`src/rtl/nois_system_nios2_qsys_0_oci_dct_ctrl.sv`:
```
// Packs 2-bit OCI trace atoms into a 30-bit word and hands full or flushed
// words to the trace store; exposes the live buffer/count and an overflow flag.
module nois_system_nios2_qsys_0_oci_dct_ctrl #(
  parameter int ATOM_W         = 2,
  parameter int ATOMS_PER_WORD = 15,
  parameter int BUF_W          = ATOM_W * ATOMS_PER_WORD,
  parameter int CNT_W          = 4
) (
  input  logic              clk,
  input  logic              reset,
  input  logic              trace_en,
  input  logic              atom_valid,
  input  logic [ATOM_W-1:0] atom,
  output logic              atom_ready,
  input  logic              flush,
  output logic              flush_done,
  output logic              out_valid,
  input  logic              out_ready,
  output logic [BUF_W-1:0]  out_data,
  output logic [CNT_W-1:0]  out_count,
  output logic [BUF_W-1:0]  dct_buffer,
  output logic [CNT_W-1:0]  dct_count,
  output logic              overflow,
  input  logic              clr_overflow,
  output logic [1:0]        dbg_state
);

  // Handshakes: a transfer happens on a rising edge where valid and ready are
  // both 1; valid never depends on ready, and data is held while valid & !ready.

  typedef enum logic [1:0] {
    S_IDLE    = 2'd0,
    S_COLLECT = 2'd1,
    S_FLUSH   = 2'd2
  } state_t;

  localparam logic [CNT_W-1:0] FULL_CNT = CNT_W'(ATOMS_PER_WORD);

  state_t             state_q, state_d;
  logic [BUF_W-1:0]   dct_buffer_q, dct_buffer_d;
  logic [CNT_W-1:0]   dct_count_q, dct_count_d;
  logic               out_valid_q, out_valid_d;
  logic [BUF_W-1:0]   out_data_q, out_data_d;
  logic [CNT_W-1:0]   out_count_q, out_count_d;
  logic               overflow_q, overflow_d;
  logic               flush_done_q, flush_done_d;

  logic slot_free;
  logic buf_full;
  logic buf_busy;
  logic accept;
  logic transfer;
  logic drop;

  always_comb begin
    state_d      = state_q;
    dct_buffer_d = dct_buffer_q;
    dct_count_d  = dct_count_q;
    out_valid_d  = out_valid_q;
    out_data_d   = out_data_q;
    out_count_d  = out_count_q;
    overflow_d   = overflow_q;
    flush_done_d = 1'b0;
    atom_ready   = 1'b0;

    slot_free = !out_valid_q || out_ready;
    buf_full  = (dct_count_q == FULL_CNT);
    buf_busy  = (dct_count_q != '0);

    case (state_q)
      S_IDLE: begin
        if (trace_en) state_d = S_COLLECT;
      end
      S_COLLECT: begin
        atom_ready = !buf_full || slot_free;
        if (flush || !trace_en) state_d = S_FLUSH;
      end
      S_FLUSH: begin
        if (!buf_busy && !out_valid_q) begin
          flush_done_d = 1'b1;
          state_d      = trace_en ? S_COLLECT : S_IDLE;
        end
      end
      default: state_d = S_IDLE;
    endcase

    accept   = atom_valid && atom_ready;
    drop     = (state_q == S_COLLECT) && atom_valid && !atom_ready;
    transfer = slot_free && (buf_full || ((state_q == S_FLUSH) && buf_busy));

    if (transfer) begin
      out_valid_d = 1'b1;
      out_data_d  = dct_buffer_q;
      out_count_d = dct_count_q;
    end else if (out_valid_q && out_ready) begin
      out_valid_d = 1'b0;
    end

    // An atom accepted on the transfer edge starts the next word at bit 0.
    if (transfer) begin
      dct_buffer_d = '0;
      dct_count_d  = '0;
      if (accept) begin
        dct_buffer_d[ATOM_W-1:0] = atom;
        dct_count_d              = CNT_W'(1);
      end
    end else if (accept) begin
      for (int k = 0; k < ATOMS_PER_WORD; k++) begin
        if (dct_count_q == CNT_W'(k)) dct_buffer_d[k*ATOM_W +: ATOM_W] = atom;
      end
      dct_count_d = dct_count_q + CNT_W'(1);
    end

    if (state_q == S_IDLE) begin
      dct_buffer_d = '0;
      dct_count_d  = '0;
    end

    if (drop) overflow_d = 1'b1;
    else if (clr_overflow) overflow_d = 1'b0;
  end

  always_ff @(posedge clk or posedge reset) begin
    if (reset) begin
      state_q      <= S_IDLE;
      dct_buffer_q <= '0;
      dct_count_q  <= '0;
      out_valid_q  <= 1'b0;
      out_data_q   <= '0;
      out_count_q  <= '0;
      overflow_q   <= 1'b0;
      flush_done_q <= 1'b0;
    end else begin
      state_q      <= state_d;
      dct_buffer_q <= dct_buffer_d;
      dct_count_q  <= dct_count_d;
      out_valid_q  <= out_valid_d;
      out_data_q   <= out_data_d;
      out_count_q  <= out_count_d;
      overflow_q   <= overflow_d;
      flush_done_q <= flush_done_d;
    end
  end

  assign dct_buffer = dct_buffer_q;
  assign dct_count  = dct_count_q;
  assign out_valid  = out_valid_q;
  assign out_data   = out_data_q;
  assign out_count  = out_count_q;
  assign overflow   = overflow_q;
  assign flush_done = flush_done_q;
  assign dbg_state  = state_q;

endmodule

```
`config.mk`:
```
export PLATFORM = sky130hd
export DESIGN_NAME = nois_system_nios2_qsys_0_oci_dct_ctrl
export DESIGN_NICKNAME = d
export VERILOG_FILES = /design/src/rtl/nois_system_nios2_qsys_0_oci_dct_ctrl.sv
export SDC_FILE = /design/constraint.sdc
export NUM_CORES = 1
export LEC_CHECK = 0
export BUFFER_PORTS_ARGS = -buffer_cell sky130_fd_sc_hd__buf_4
export CAP_MARGIN = 0
export CORE_ASPECT_RATIO = 0.75
export CORE_UTILIZATION = 49
export CTS_BUF_LIST = sky130_fd_sc_hd__clkbuf_8
export DETAILED_ROUTE_END_ITERATION = 16
export GPL_ROUTABILITY_DRIVEN = 0
export PLACE_DENSITY_LB_ADDON = 0.2
export SLEW_MARGIN = 20
export SYNTH_ARGS = -nofsm -noshare
export SYNTH_HDL_FRONTEND = slang
export SYNTH_SLANG_ARGS = --single-unit
```
`constraint.sdc`:
```
create_clock -name clk -period 1.81 [get_ports clk]
set_input_delay 0.0905 -clock clk [delete_from_list [all_inputs] [get_ports clk]]
set_output_delay 0.0905 -clock clk [all_outputs]
set_load 0.02 [all_outputs]
```
==> run_results.csv, run 1 <==
group,metric,value,unit
outcome,status,"finished, violations left",
outcome,violations,"DRC",
timing,setup_slack,60.0,ps
global_route,grt_max_degree,27,
logic_synthesis,synth_ff_type,"dfrtp_1",
critical_path,worstSetupPathType,"flip-flop to flip-flop",
logic_synthesis,synthCells,261,
route,drt_iter0_drc,284,
finish,syn2layout_area_growth,34.7,%
route,wl_per_cell,17.1,µm
critical_path,setup.worst_path.start_class,"flip-flop",
timing,fin_crit_sh,96.7,%
timing,fin_setup_tns,0,ps
logic_synthesis,synth_area_per_cell,12.9,µm²
logic_synthesis,yosys_warnings,0,
floorplanning,io_pins,83,
finish,final_area,4530,µm²
global_route,grt_overflow,0,
global_route,grtUsageMet3,5.52,%
logic_synthesis,synth_top_area_cell,"dfrtp_1",
timing,relSlewSlack,60.0,%
critical_path,crit_arrival,1990,ps
finish,register_area,1830,µm²
placement,post-place-ws,7.89,ps
timing,hold_ws,79.4,ps
global_route,busiest_layer,"met2",
logic_synthesis,ys_async_sr_fraction,100,%
logic_synthesis,seq_area_frac_synth,54.4,%
timing,final.setup_skew,6.56,ps
finish,fillers,488,
global_route,use_met2,36.2,%
clock_network,cts_sinks,73,
timing,slew_violations,0,
clock_network,cts_buffer_depth,2,
logic_synthesis,synth_nets,274,
route,firstDrtPassIters,11,
logic_synthesis,ys_types,38,
clock_network,path_clk_slew,80,ps
clock_network,cts_inserted_buffers,9,
critical_path,cp.required,2050,ps
logic_synthesis,yosysTopAreaCellShare,54.4,%
placement,dpl.hpwl,5410,µm
placement,dp_cells,432,
placement,numPortBuffers,82,
timing,max_freq,0.571,GHz
timing,fin_crit,1750,ps
timing,grt_setup_unrepaired,"false",
clock_network,clock_latency,350,ps
critical_path,end_kind,"flip-flop",
route,totalWireLength,7720,µm
critical_path,cp_slowest_cell,"dfrtp_2",
critical_path,worstPathCellList,"inv_1, ha_2, nand2b_4, a21oi_1, o32ai_4, a2bb2o_1",
route,vias_per_cell,5.45,
global_route,antenna_found_initial,0,
floorplanning,start_util,51.9,%
logic_synthesis,netlist_area,3360,µm²
timing,finalHoldViolCount,0,
finish,drive_gt1_share,45.4,%
route,antenna_left,0,
logic_synthesis,synth_seq_cells,73,
floorplanning,die_area,7200,µm²
power,powerDensity,1080,nW/µm²
route,drc,12,
logic_synthesis,synth_area_leaders,"dfrtp_1 (54%), mux2_4 (13%), mux2i_1 (7.4%), nor2_1 (3.0%), buf_12 (1.8%)",
floorplanning,num_rows,25,
flow_run,cap_violations,0,
global_route,grt_pass1_vias,2366,
floorplanning,core_area,6470,µm²
finish,final_nets,381,
clock_network,cts_tree,"built",
placement,placed_area,4200,µm²
finish,antenna_cells,0,
route,vias,2471,
critical_path,crit_path_max_fanout,5,
logic_synthesis,synth_edf_count,0,
timing,worst_pin_slew,599,ps
floorplanning,die_h,73.7,µm
global_route,grt_util_all_layers,22.9,%
floorplanning,dieWidth,97.6,µm
critical_path,slowest_delay,410,ps
min_path,hold_path.class,"input pin to flip-flop",
timing,setup_viol,0,
global_route,grtUsageMet1,30.5,%
clock_network,htree_levels,3,
power,power_leakage,2.28,nW
finish,instances_no_fill,453,
power,ir_drop,0.000601,V
global_route,grt_first_pass_wirelength,12300,µm
clock_network,root_buffer,"clkbuf_8",
finish,multi_input_area,1440,µm²
[final timing paths]
check	start	end	slack (ps)	cells past startpoint
worst min register to register	out_data[28]	out_data[28]	520	1
worst min-delay path	atom[1]	dct_buffer[25]	80	3
max in group asynchronous	reset	out_data[27]	930	4
min in group asynchronous	reset	out_data[1]	360	3
worst max-delay path	dct_count[0]	dct_buffer[1]	60	6
worst max register to register	dct_count[0]	dct_buffer[1]	60	6
[synthesized netlist by cell type, types with 2 or more instances]
cell type and count:
a211oi_1 3, a21oi_1 11, and3_1 5, and4_1 4
buf_12 3, buf_2 6, clkbuf_1 2, dfrtp_1 73
ha_1 4, inv_1 7, mux2_2 4, mux2_4 29
mux2i_1 25, nand2_1 9, nand2b_1 4, nand3_1 10
nor2_1 27, nor2b_1 3, nor3_1 2, o211ai_1 2
o21ai_0 11
[per-layer routing]
layer	up-vias	share of wire, %
met5	-	0
met4	0	1.3
met3	10	5.1
met2	71	46
met1	1257	47
li1	1133	-
[power breakdown]
group | internal, mW | switching, mW | leakage [nW] | total [mW]
Clock | 0.945 | 0.605 | 0.122 | 1.55
Combinational | 0.653 | 0.863 | 1.15 | 1.52
Sequential | 1.73 | 0.0960 | 1.01 | 1.83
[kinds of logic after synthesis]
logic type	share of synthesized area [%]
and+or+nand+nor	10.6
buffers and inverters	3.91
AOI/OAI and AO/OA	7.60
adders and majority gates	1.49
xor gates and xnor gates	0.261
DFF	54.4
muxes	21.7
[per-stage QoR]
step	utilization [%]	power [mW]
global route	69.9	5.11
CTS	69.2	4.84
floorplan	-	2.68
detailed placement	64.9	3.24
global placement	64.9	3.22
finish	69.9	4.90
[timing repair]
item / in CTS / in global routing
gates cloned: 0 / 1
endpoints found under the setup margin: 3 / 60
hold buffers: 3 / 0
endpoints found under the hold margin: 26 / 0
pin swaps: 0 / 2
buffers inserted: 1 / 1
resized for setup: 0 / 9
[critical path, delay by kind of cell (launching register included)]
family,cells,cell delay [ps]
AOI/OAI and AO/OA,3,850
DFF,1,410
adders and majority gates,1,210
and+or+nand+nor,1,90
buffers and inverters,1,80
[layout by cell type (no fill, tap or decap), types with 2 or more instances in the layout]
cell           synthesis  routed
ha_2                   0       2
o211ai_1               2       2
and3_1                 5       5
dlygate4sd3_1          0       3
buf_6                  0       2
nor3_1                 2       2
dfrtp_1               73      70
ha_1                   4       2
inv_1                  7       6
o21ai_0               11      11
mux2_4                29      29
nor2_1                27      27
nor2b_1                3       3
buf_4                  1      97
nand2b_1               4       3
dfrtp_2                0       3
nand2_1                9       9
a21oi_1               11      11
and4_1                 4       4
a211oi_2               0       2
nand3_1               10      10
mux2i_1               25      25
mux2_2                 4       4
bufinv_16              0       3
buf_12                 3       5
clkbuf_8               0      10
[final cells by class]
type	count	area share (%)
Clock buffer	10	3.04
Multi-Input combinational cell	169	31.8
Clock inverter	5	2.29
Sequential cell	73	40.4
Timing Repair Buffer	108	19.6
Tap cell	81	2.24
Inverter	7	0.663
[sequential cells by signal (all words and copies together), names as in the netlist]
signal	cells
dbg_state	2
dct_buffer	30
dct_count	4
flush_done	1
out_count	4
out_data	30
out_valid	1
overflow	1
Note: power is estimated with default switching activity, not from simulation.
==> run 2: changes to the inputs <==
--- a/config.mk
+++ b/config.mk
@@ -5,6 +5,7 @@
 export SDC_FILE = /design/constraint.sdc
 export NUM_CORES = 1
 export LEC_CHECK = 0
+export ABC_AREA = 1
 export BUFFER_PORTS_ARGS = -buffer_cell sky130_fd_sc_hd__buf_4
 export CAP_MARGIN = 0
 export CORE_ASPECT_RATIO = 0.75
==> run 2 against run 1 <==
The flow now finishes without violations. Worst hold slack worse by 58 ps. Non-clock buffer count down 8. Flip-flop and latch count stayed put. Final area down 5.6%. Die area is 3.2% lower. Clock skew up 5.4 ps. Synthesized area down 3.2%. Clock power down 28%. Critical path depth is 4 higher. Register-to-register slack better by 40 ps. Critical endpoint is now dct_buffer[8]. Largest cell class unchanged.
==> run_results.csv, run 2 <==
group,metric,value,unit
clock_network,path_clk_slew,80,ps
finish,antenna_cells,0,
timing,slew_violations,0,
critical_path,crit_path_max_fanout,14,
critical_path,crit_start,"dct_count[0]",
route,drt_iter0_drc,136,
placement,post-place-ws,-26.2,ps
critical_path,cp-endpoint,"dct_buffer[8]",
global_route,grtUsageMet1,31.2,%
clock_network,root_buffer,"clkbuf_8",
logic_synthesis,yosys_warnings,0,
route,drc,0,
floorplanning,dieWidth,96.1,µm
global_route,busiest_layer,"met2",
finish,final_nets,472,
global_route,antenna_found_initial,0,
logic_synthesis,synth_top_area_cell,"dfrtp_1",
flow_run,cap_violations,0,
power,total_power,6.87,mW
timing,relSlewSlack,73.6,%
global_route,grt_pass1_vias,2622,
min_path,hold_path.class,"input pin to flip-flop",
placement,placed_area,4040,µm²
route,vias,2667,
clock_network,cts_tree,"built",
critical_path,r2r_end,"dct_buffer[8]",
clock_network,cts_buffer_depth,2,
floorplanning,start_util,51.2,%
floorplanning,io_pins,83,
logic_synthesis,yosysTopAreaCellShare,56.2,%
route,wl_per_cell,13.2,µm
clock_network,htree_levels,3,
timing,hold_ws,21.0,ps
timing,finalHoldViolCount,0,
global_route,grt_max_degree,74,
timing,fin_crit_sh,94.7,%
critical_path,setup.worst_path.start_class,"flip-flop",
logic_synthesis,synth_area_per_cell,8.96,µm²
global_route,use_met2,34.8,%
global_route,grt_overflow,0,
placement,dpl.hpwl,5040,µm
global_route,grt_first_pass_wirelength,12000,µm
logic_synthesis,synth_ff_type,"dfrtp_1",
logic_synthesis,ys_async_sr_fraction,100,%
power,powerDensity,1610,nW/µm²
finish,syn2layout_area_growth,31.4,%
finish,register_area,1830,µm²
logic_synthesis,seq_area_frac_synth,56.2,%
power,power_leakage,2.19,nW
placement,numPortBuffers,82,
logic_synthesis,synth_seq_cells,73,
critical_path,worstSetupPathType,"flip-flop to flip-flop",
logic_synthesis,netlist_area,3250,µm²
critical_path,ff2ff_setup_slack,100,ps
floorplanning,die_area,6970,µm²
outcome,status,"complete, no violations",
logic_synthesis,synth_area_leaders,"dfrtp_1 (56%), nand2_1 (9.2%), o21ai_1 (5.7%), inv_1 (5.4%), o21ai_0 (4.5%)",
timing,setup_slack,95.6,ps
route,antenna_left,0,
finish,multi_input_area,1180,µm²
finish,final_common_cell,"buf_4",
floorplanning,die_h,72.6,µm
critical_path,cp.required,2080,ps
power,ir_drop,0.000872,V
floorplanning,num_rows,25,
clock_network,cts_sinks,73,
route,firstDrtPassIters,4,
critical_path,end_kind,"flip-flop",
logic_synthesis,yosysMostFrequentCell,"nand2_1",
logic_synthesis,ys_types,26,
finish,fillers,553,
logic_synthesis,synth_edf_count,0,
timing,fin_crit,1710,ps
floorplanning,core_area,6350,µm²
timing,setup_viol,0,
route,vias_per_cell,4.89,
route,totalWireLength,7210,µm
clock_network,clock_latency,350,ps
critical_path,r2r-start,"dct_count[0]",
logic_synthesis,yosys-top-cells-count,"nand2_1 (80), dfrtp_1 (73), inv_1 (47)",
logic_synthesis,synth_nets,376,
finish,final_area,4270,µm²
critical_path,crit_arrival,1990,ps
critical_path,reg2reg_depth,10,
global_route,grtUsageMet3,5.45,%
clock_network,cts_inserted_buffers,9,
global_route,grt_util_all_layers,22.8,%
timing,worst_pin_slew,397,ps
timing,max_freq,0.583,GHz
logic_synthesis,synthCells,363,
finish,final_cell_mix,"buf_4 (92), nand2_1 (80), dfrtp_1 (73)",
timing,final.setup_skew,12.0,ps
finish,drive_gt1_share,30.2,%
## run 2: cell types whose count changed after synthesis, sizes merged, moves of 25 or more
cell   change
nand2     +76
o21ai     +53
inv       +43
mux2      -33
nand3     +28
mux2i     -25
## run 2: worst max-delay path, cell delays in order, from the launching register on
cell	delay, ps
dfrtp_1	420
ha_1	230
inv_1	130
nor2_4	80
inv_2	70
nand2_4	70
buf_4	170
a21oi_2	170
buf_12	160
nand2_1	70
o21ai_1	80
## run 2: cell type report
class	count	area share (%)
tap	81	2.37
clock inverter	7	1.11
clock buffer	9	2.90
timing repair buffer	100	18.8
inverter	50	4.48
multi-input combinational	225	27.6
sequential	73	42.8
## run 2: worst min path at each step
stage            startpoint              to  slack (ps)  cells past startpoint
6_report              flush    dbg_state[1]          20                      3
5_1_grt               flush    dbg_state[1]          30                      3
4_1_cts               flush    dbg_state[1]          10                      3
3_5_place_dp          reset  dct_buffer[26]         230                      3
3_3_place_gp          reset    out_data[26]         230                      3
2_1_floorplan  clr_overflow        overflow         200                      1
## run 2: repair_timing
action	4_1_cts	5_1_grt
endpoints found under the hold margin	74	0
setup buffers	0	1
gates cloned	0	0
hold buffers	2	0
resized for setup	3	4
setup endpoints to repair	14	17
## run 2: metal layers
layer	vias up	routed length, µm
met5	-	0
met4	0	109
met3	12	346
met2	72	3250
met1	1227	3500
li1	1356	-
## run 2: metrics by stage
step	utilization, %	TNS [ps]	cells
after floorplan	-	0	363
after detailed placement	63.6	-118	526
final	67.3	0	545
after CTS	66.9	0	544
after global placement	63.6	0	526
after global routing	67.3	-19.6	545
## run 2: cells by family after synthesis
logic type	share of synthesized area, %
compound gates	11.3
simple gates	22.4
xor+xnor	0.269
fa+ha+maj	1.54
buf+inv	8.39
flops	56.2
## run 2: power breakdown
group          switching (mW)  internal (mW)  total [mW]  leakage, nW
logic                    2.01           1.29        3.30         1.14
registers               0.310           2.15        2.45        0.966
clock network           0.619          0.493        1.11       0.0791
total                    2.94           3.93        6.87         2.19
